--- config.mk ---
export PLATFORM = sky130hd
export DESIGN_NAME = operand_stream_serializer
export DESIGN_NICKNAME = d
export VERILOG_FILES = /design/src/rtl/serial_pkg.sv /design/src/rtl/piso_shift_reg.sv /design/src/rtl/operand_stream_serializer.sv
export SDC_FILE = /design/constraint.sdc
export NUM_CORES = 1
export LEC_CHECK = 0
export ABC_AREA = 1
export BUFFER_PORTS_ARGS = -buffer_cell sky130_fd_sc_hd__buf_4
export CORE_MARGIN = 1
export CORE_UTILIZATION = 60
export CTS_BUF_LIST = sky130_fd_sc_hd__clkbuf_8
export DETAILED_ROUTE_END_ITERATION = 10
export PLACE_DENSITY_LB_ADDON = 0.08
export REMOVE_ABC_BUFFERS = 1
export SLEW_MARGIN = 20
export SYNTH_ARGS = -nofsm -noshare
export SYNTH_HDL_FRONTEND = slang
export SYNTH_HIERARCHICAL = 1
export SYNTH_SLANG_ARGS = --single-unit
--- constraint.sdc ---
create_clock -name clk -period 2.5 [get_ports clk]
set_clock_uncertainty 0.1 [all_clocks]
set_input_delay 0.125 -clock clk [delete_from_list [all_inputs] [get_ports clk]]
set_output_delay 0.125 -clock clk [all_outputs]
set_load 0.01 [all_outputs]
--- src/rtl/serial_pkg.sv ---
// Shared types and constants for the operand stream serializer.
package serial_pkg;

  localparam int SER_W = 8;

  typedef enum logic [1:0] {
    SER_IDLE,
    SER_SHIFT,
    SER_PAD
  } ser_state_t;

endpackage

--- src/rtl/piso_shift_reg.sv ---
// Parallel-in serial-out register; emits its contents LSB first, filling with zeros.
module piso_shift_reg #(
  parameter int W = 8
) (
  input  logic         clk,
  input  logic         rst,
  input  logic         load,
  input  logic         shift,
  input  logic [W-1:0] d,
  output logic         q_lsb
);

  logic [W-1:0] shift_q;

  // A load wins over a shift so back-to-back frames can reload on the final bit.
  always_ff @(posedge clk) begin
    if (rst) begin
      shift_q <= '0;
    end else if (load) begin
      shift_q <= d;
    end else if (shift) begin
      shift_q <= {1'b0, shift_q[W-1:1]};
    end
  end

  assign q_lsb = shift_q[0];

endmodule

--- src/rtl/operand_stream_serializer.sv ---
// Serializes operand pairs LSB first with zero padding so a downstream
// bit-serial adder can flush its carry before the next frame.
module operand_stream_serializer
  import serial_pkg::*;
#(
  parameter int W        = SER_W,
  parameter int PAD_BITS = 1
) (
  input  logic         clk,
  input  logic         rst,
  input  logic         in_valid,
  output logic         in_ready,
  input  logic [W-1:0] op_a,
  input  logic [W-1:0] op_b,
  output logic         a_bit,
  output logic         b_bit,
  output logic         bit_valid,
  output logic         first_bit,
  output logic         last_bit,
  output logic         busy
);

  localparam int FRAME = W + PAD_BITS;
  localparam int CNT_W = $clog2(FRAME + 1);
  localparam logic [CNT_W-1:0] TERM = CNT_W'(FRAME - 1);

  ser_state_t       state_q, state_d;
  logic [CNT_W-1:0] cnt_q, cnt_d;
  logic             bit_valid_q, bit_valid_d;
  logic             first_bit_q, first_bit_d;
  logic             last_bit_q, last_bit_d;
  logic             accept;
  logic             shift_en;

  assign in_ready = !rst && ((state_q == SER_IDLE) || last_bit_q);
  assign accept   = in_valid && in_ready;
  assign busy     = (state_q != SER_IDLE);
  assign shift_en = (state_q == SER_SHIFT);

  // cnt_q is the index of the bit currently on the outputs.
  always_comb begin
    state_d = state_q;
    cnt_d   = cnt_q;
    case (state_q)
      SER_IDLE: begin
        if (accept) begin
          state_d = SER_SHIFT;
          cnt_d   = '0;
        end
      end
      default: begin
        if (cnt_q == TERM) begin
          state_d = accept ? SER_SHIFT : SER_IDLE;
          cnt_d   = '0;
        end else begin
          cnt_d   = cnt_q + 1'b1;
          state_d = ((int'(cnt_q) + 1) >= W) ? SER_PAD : SER_SHIFT;
        end
      end
    endcase
    bit_valid_d = (state_d != SER_IDLE);
    first_bit_d = accept;
    last_bit_d  = (state_d != SER_IDLE) && (cnt_d == TERM);
  end

  always_ff @(posedge clk) begin
    if (rst) begin
      state_q     <= SER_IDLE;
      cnt_q       <= '0;
      bit_valid_q <= 1'b0;
      first_bit_q <= 1'b0;
      last_bit_q  <= 1'b0;
    end else begin
      state_q     <= state_d;
      cnt_q       <= cnt_d;
      bit_valid_q <= bit_valid_d;
      first_bit_q <= first_bit_d;
      last_bit_q  <= last_bit_d;
    end
  end

  // Registers drain to zero after W shifts, so pad and idle bits read as 0.
  piso_shift_reg #(.W(W)) u_shift_a (
    .clk  (clk),
    .rst  (rst),
    .load (accept),
    .shift(shift_en),
    .d    (op_a),
    .q_lsb(a_bit)
  );

  piso_shift_reg #(.W(W)) u_shift_b (
    .clk  (clk),
    .rst  (rst),
    .load (accept),
    .shift(shift_en),
    .d    (op_b),
    .q_lsb(b_bit)
  );

  assign bit_valid = bit_valid_q;
  assign first_bit = first_bit_q;
  assign last_bit  = last_bit_q;

endmodule

After elaboration in Yosys (flattened, before gate mapping)
Cells that the tools add are included.
{"block": "word_totals", "regBits": 25, "latch_bits": 0, "ram_bits": 0, "rom_bits": 0, "inputBits": 19, "output_inout_bits": 7, "word_cells": 34, "memories": 0}
{"block": "op_classes", "n_addsub": 2, "mul": 0, "div": 0, "n_lt_le_gt_ge": 1, "eq_ne": 3, "n_shift": 0, "n_mux": 12, "n_bitwise": 0, "reduce_logical": 9}
{"op": "$mux 8", "n": 4}
{"op": "$mux 4", "n": 3}
{"op": "$eq 4x4->1 const B", "n": 2}
{"op": "$mux 2", "n": 4}
{"op": "$reduce_bool 2->1", "n": 3}
{"op": "$add 4x1->5 const B", "n": 1}
{"op": "$ge 5x4->1 const B", "n": 1}
{"op": "$add 4x1->4 const B", "n": 1}
{"op": "$logic_and 1x1->1", "n": 3}
{"op": "$eq 2x1->1 const B", "n": 1}
{"op": "$logic_not 2->1", "n": 1}
{"op": "$logic_not 1->1", "n": 1}
{"op": "$logic_or 1x1->1", "n": 1}
{"op": "$mux 1", "n": 1}

Logic depth before layout (Yosys ltp)
{"block": "depth", "word_depth": 9, "mapped_depth": 10, "mapped_depth_nobuf": 9}

Hierarchy
The synthesis kept the hierarchy.
{"module": "piso_shift_reg", "n_inst": 2, "cells_each": 63, "area_each_um2": 406.6, "seq_area_each_um2": 160.2}
{"module": "operand_stream_serializer", "n_inst": 1, "cells_each": 62, "area_each_um2": 461.7, "seq_area_each_um2": 180.2}

Worst setup path after synthesis
OpenSTA, ideal clock, no wires.
{"block": "synth_path", "path_kind": "reg-to-reg", "start": "register last_bit_q (netlist: last_bit)", "end": "register u_shift_a.shift_q[0]", "setup_ns": 0.109, "arrival_time_ns": 1.188, "required_time_ns": 2.291, "path_slack_ns": 1.103, "stages_incl_launch_ff": 11, "period_less_slack_ns": 1.397, "path_cell_list": "dfxtp_1 > inv_1 > o21ai_1 > nand3_2 > inv_1 > buf_6 > inv_2 > nand3_1 > nand3_1 > nand2_1 > inv_1"}
{"block": "synth_between", "elab_chain_cells": 4}
{"element": "start, declared", "line": "operand_stream_serializer.sv:31", "text": "logic last_bit_q, last_bit_d;"}
{"element": "start signal, assigned", "line": "operand_stream_serializer.sv:78", "text": "last_bit_q <= last_bit_d;"}
{"element": "$logic_or 1x1->1 (*)", "line": "operand_stream_serializer.sv:35", "text": "assign in_ready = !rst && ((state_q == SER_IDLE) || last_bit_q);"}
{"element": "$logic_and 1x1->1 (*)", "line": "operand_stream_serializer.sv:35"}
{"element": "$logic_and 1x1->1 (*)", "line": "operand_stream_serializer.sv:36", "text": "assign accept = in_valid && in_ready;"}
{"element": "via accept", "line": "operand_stream_serializer.sv:32", "text": "logic accept;"}
{"element": "$mux 8 or $reduce_bool 2->1 (tied branches)"}
{"element": "end signal, assigned", "line": "piso_shift_reg.sv:22", "text": "shift_q <= {1'b0, shift_q[W-1:1]};"}
{"element": "end, declared", "line": "piso_shift_reg.sv:13", "text": "logic [W-1:0] shift_q;"}
Mark *: on every way through the listed nets, which the timed path passes. The rest lies on a longest branch.
A chain may end at the register's enable or synchronous reset.

Final worst setup path
{"block": "layout_path", "start": "register state_q[0]", "end": "register u_shift_a.shift_q[5]"}
{"block": "layout_between", "elab_chain_cells": 5}
{"element": "start, declared", "line": "operand_stream_serializer.sv:27", "text": "ser_state_t state_q, state_d;"}
{"element": "start signal, assigned", "line": "operand_stream_serializer.sv:74", "text": "state_q <= state_d;"}
{"element": "$logic_not 2->1 (*)", "line": "operand_stream_serializer.sv:35"}
{"element": "$logic_or 1x1->1 (*)", "line": "operand_stream_serializer.sv:35"}
{"element": "$logic_and 1x1->1 (*)", "line": "operand_stream_serializer.sv:35"}
{"element": "$logic_and 1x1->1 (*)", "line": "operand_stream_serializer.sv:36"}
{"element": "via accept", "line": "operand_stream_serializer.sv:32"}
{"element": "$mux 8 or $reduce_bool 2->1 (tied branches)"}
Marks and branches as above.

==> results.ini <==
[sta]
final-setup-viol-count=0
fin_tns_setup_ns=0
drv_slew=0
hold_slack_ns=0.0237
finalCriticalPeriod_ns=1.77
period_share_pct=70.9
maxSlewHeadroom_pct=61.5
hold_violations=0
worst_pin_slew_ns=0.576
fmax_ghz=0.564
rsz0062_at_grt=no

[power]
power.switching_uw=240
p_leak_nw=0.790
internal_power_uw=613
peakVddDrop_v=0.000444
powerDensity_nw_per_um2=562
pwr-share-clk_pct=26.8
power_uw=854
pwr-share-seq_pct=51.9
netSwitchingFraction_pct=28.2
comb_power_share_pct=21.3

[detailed_routing]
vias=1169
wl_per_cell_um=10.4
avgViaCountPerCell=4.83
first_pass_iters=4
drt_iter0_markers=27
antenna_left=0
wl_um=2520
drc=0

[layout]
area_growth_pct=19.1
fillers=161
insertedDiodeCount=0
final_common_cell=nand2_1
fin_nets=237
layout_common_cells=nand2_1 (73), inv_1 (28), buf_4 (28), dfxtp_1 (25), a21oi_1 (16)
layout-drive-gt1-share_pct=21.4

[worst_setup_path]
cp_slowest_cell=inv_1
cp.arrival_ns=1.88
r2r_end=u_shift_a/shift_q[5]
cpPeakStageDelay_ns=0.48
crit_start=state_q[0]
endpoint=u_shift_a/shift_q[5]
crit_chain=o21ai_1, nand3_2, inv_1, buf_4, nand2_1, nand3_1, nand2_1, inv_1
critPathMaxFanout=11
startpoint_type=flop
ff2ff_path_depth=8
r2r_start=state_q[0]
r2r_slack_ns=0.73
crit_path_end_kind=flop
worstSetupPathType=reg -> reg
cp_data_required_time_ns=2.61

[clock_network]
clk_pin_slew_ns=0.08
cts_buffers=3
ctsResizeCount=0
clock_latency_ns=0.26
clock-sinks=25
cts_htree_levels=1
postCtsSetupRepairBufs=0
cts_tree=done
clockBufferDepth=2
cts_root_buf=clkbuf_8
hold_buffers=0

[synth]
synth_top_family_by_area=simple AND/OR/NAND/NOR gates
synthAdderAreaFrac_pct=1.96
synth_seq_cells=25
synth-compound-area-share_pct=8.05
syn_area_um2=1270
ys_warn_count=6
seq_area_frac_synth_pct=39.3
synthCells=188
synth-xor-area-share_pct=0
syn_area_per_cell_um2=6.78
synth_cell_types=19
muxShareOfSynthArea_pct=0
synthSimpleGateAreaFrac_pct=38.1

[floorplan]
pin_count=26
fp.dieArea_um2=2310
start_util_pct=64.3
die_h_um=48.1
die_w_um=48.1
core_um2=1980
rows=16

[global_route]
overflow=0
grt_first_pass_wirelength_um=3830
grt_antenna_before_repair=0
grt_pass1_vias=962
gr-usage-all-layers_pct=23.8
grt_start_max_net_pins=23

[job]
cap_viol_max_count=0

[placed_design]
dp_hpwl_um=1870
port_buffers=25
routabilityCongestion=0.847

[hold_path]
holdPathStages=3
hp-class=in -> reg

[outcome]
status=finished clean

==> sequential cells by signal, summed over array words and instances, names as in the netlist <==
signal,count
u_shift_a/shift_q,8
u_shift_b/shift_q,8
cnt_q,4
state_q,2
bit_valid,1
first_bit,1
last_bit,1
==> layout make-up <==
class                   instances  area, µm²  share of cell area, %
clock buffers                   3       41.3                   2.72
inverters                      31        116                   7.66
well taps                      27       33.8                   2.22
clock inverters                 1       3.75                  0.247
multi-input cells             127        613                   40.4
flip-flops and latches         25        500                   32.9
repair buffers                 28        210                   13.8
==> layer usage <==
layer | up-vias | track usage (%) | part of all wire [%]
li1 | 627 | - | -
met5 | - | 0 | 0
met2 | 21 | 42.4 | 49
met3 | 0 | 4.81 | 3.3
met1 | 521 | 28.5 | 47
met4 | 0 | 7.78 | 0
==> synthesized netlist by cell type <==
master	count	share of area, %
buf_6	2	1.8
nor2_8	2	3.1
nand2_1	73	21
nand3_1	14	5.5
nand2_4	1	0.88
buf_4	3	1.8
ha_1	2	2.0
nor2_1	9	2.6
and3_2	1	0.59
inv_2	4	1.2
a21oi_2	1	0.69
nor2_2	2	0.98
nand4_1	1	0.49
nand3_2	3	2.4
a21oi_1	16	6.3
dfxtp_1	25	39
o21ai_2	1	0.69
inv_1	27	7.9
o21ai_1	1	0.39
==> kinds of logic (layout without fill, tap and decap cells) <==
family | count (synthesis) | after routing
DFF | 25 | 25
AOI/OAI and AO/OA | 19 | 19
and+or+nand+nor | 106 | 106
buffers and inverters | 36 | 63
adders and majority gates | 2 | 2
==> worst min-delay path by stage <==
stage | from | to
floorplan | rst | cnt_q[1]
global placement | op_b[7] | u_shift_b/shift_q[7]
detailed placement | op_b[7] | u_shift_b/shift_q[7]
CTS | op_b[7] | u_shift_b/shift_q[7]
global route | op_b[7] | u_shift_b/shift_q[7]
finish | op_b[7] | u_shift_b/shift_q[7]
==> power groups by stage <==
stage	clock, mW	combinational (mW)	sequential, mW
after CTS	0.236	0.183	0.443
after global routing	0.251	0.206	0.446
after global placement	0	0.178	0.450
final	0.229	0.182	0.443
after detailed placement	0	0.182	0.452
after floorplan	0	0.114	0.450
==> critical path, delay by kind of cell, from the launching register on <==
| kind | cells | cell delay, ns |
|---|---|---|
| AO/OA/AOI/OAI | 1 | 0.15 |
| buffers and inverters | 3 | 0.78 |
| AND/OR/NAND/NOR | 4 | 0.35 |
| flip-flops | 1 | 0.34 |
==> through the flow <==
step                      util [%]  area, µm²  setup WS, ns  std cells
final                         76.6       1520         0.727        242
after global routing          76.6       1520         0.555        242
after CTS                     76.6       1520         0.713        242
after detailed placement      74.4       1470         0.741        238
after global placement        74.4       1470         0.775        238
after floorplan                  -       1230         0.718        183
No activity file was read; power rests on OpenSTA's default activity.
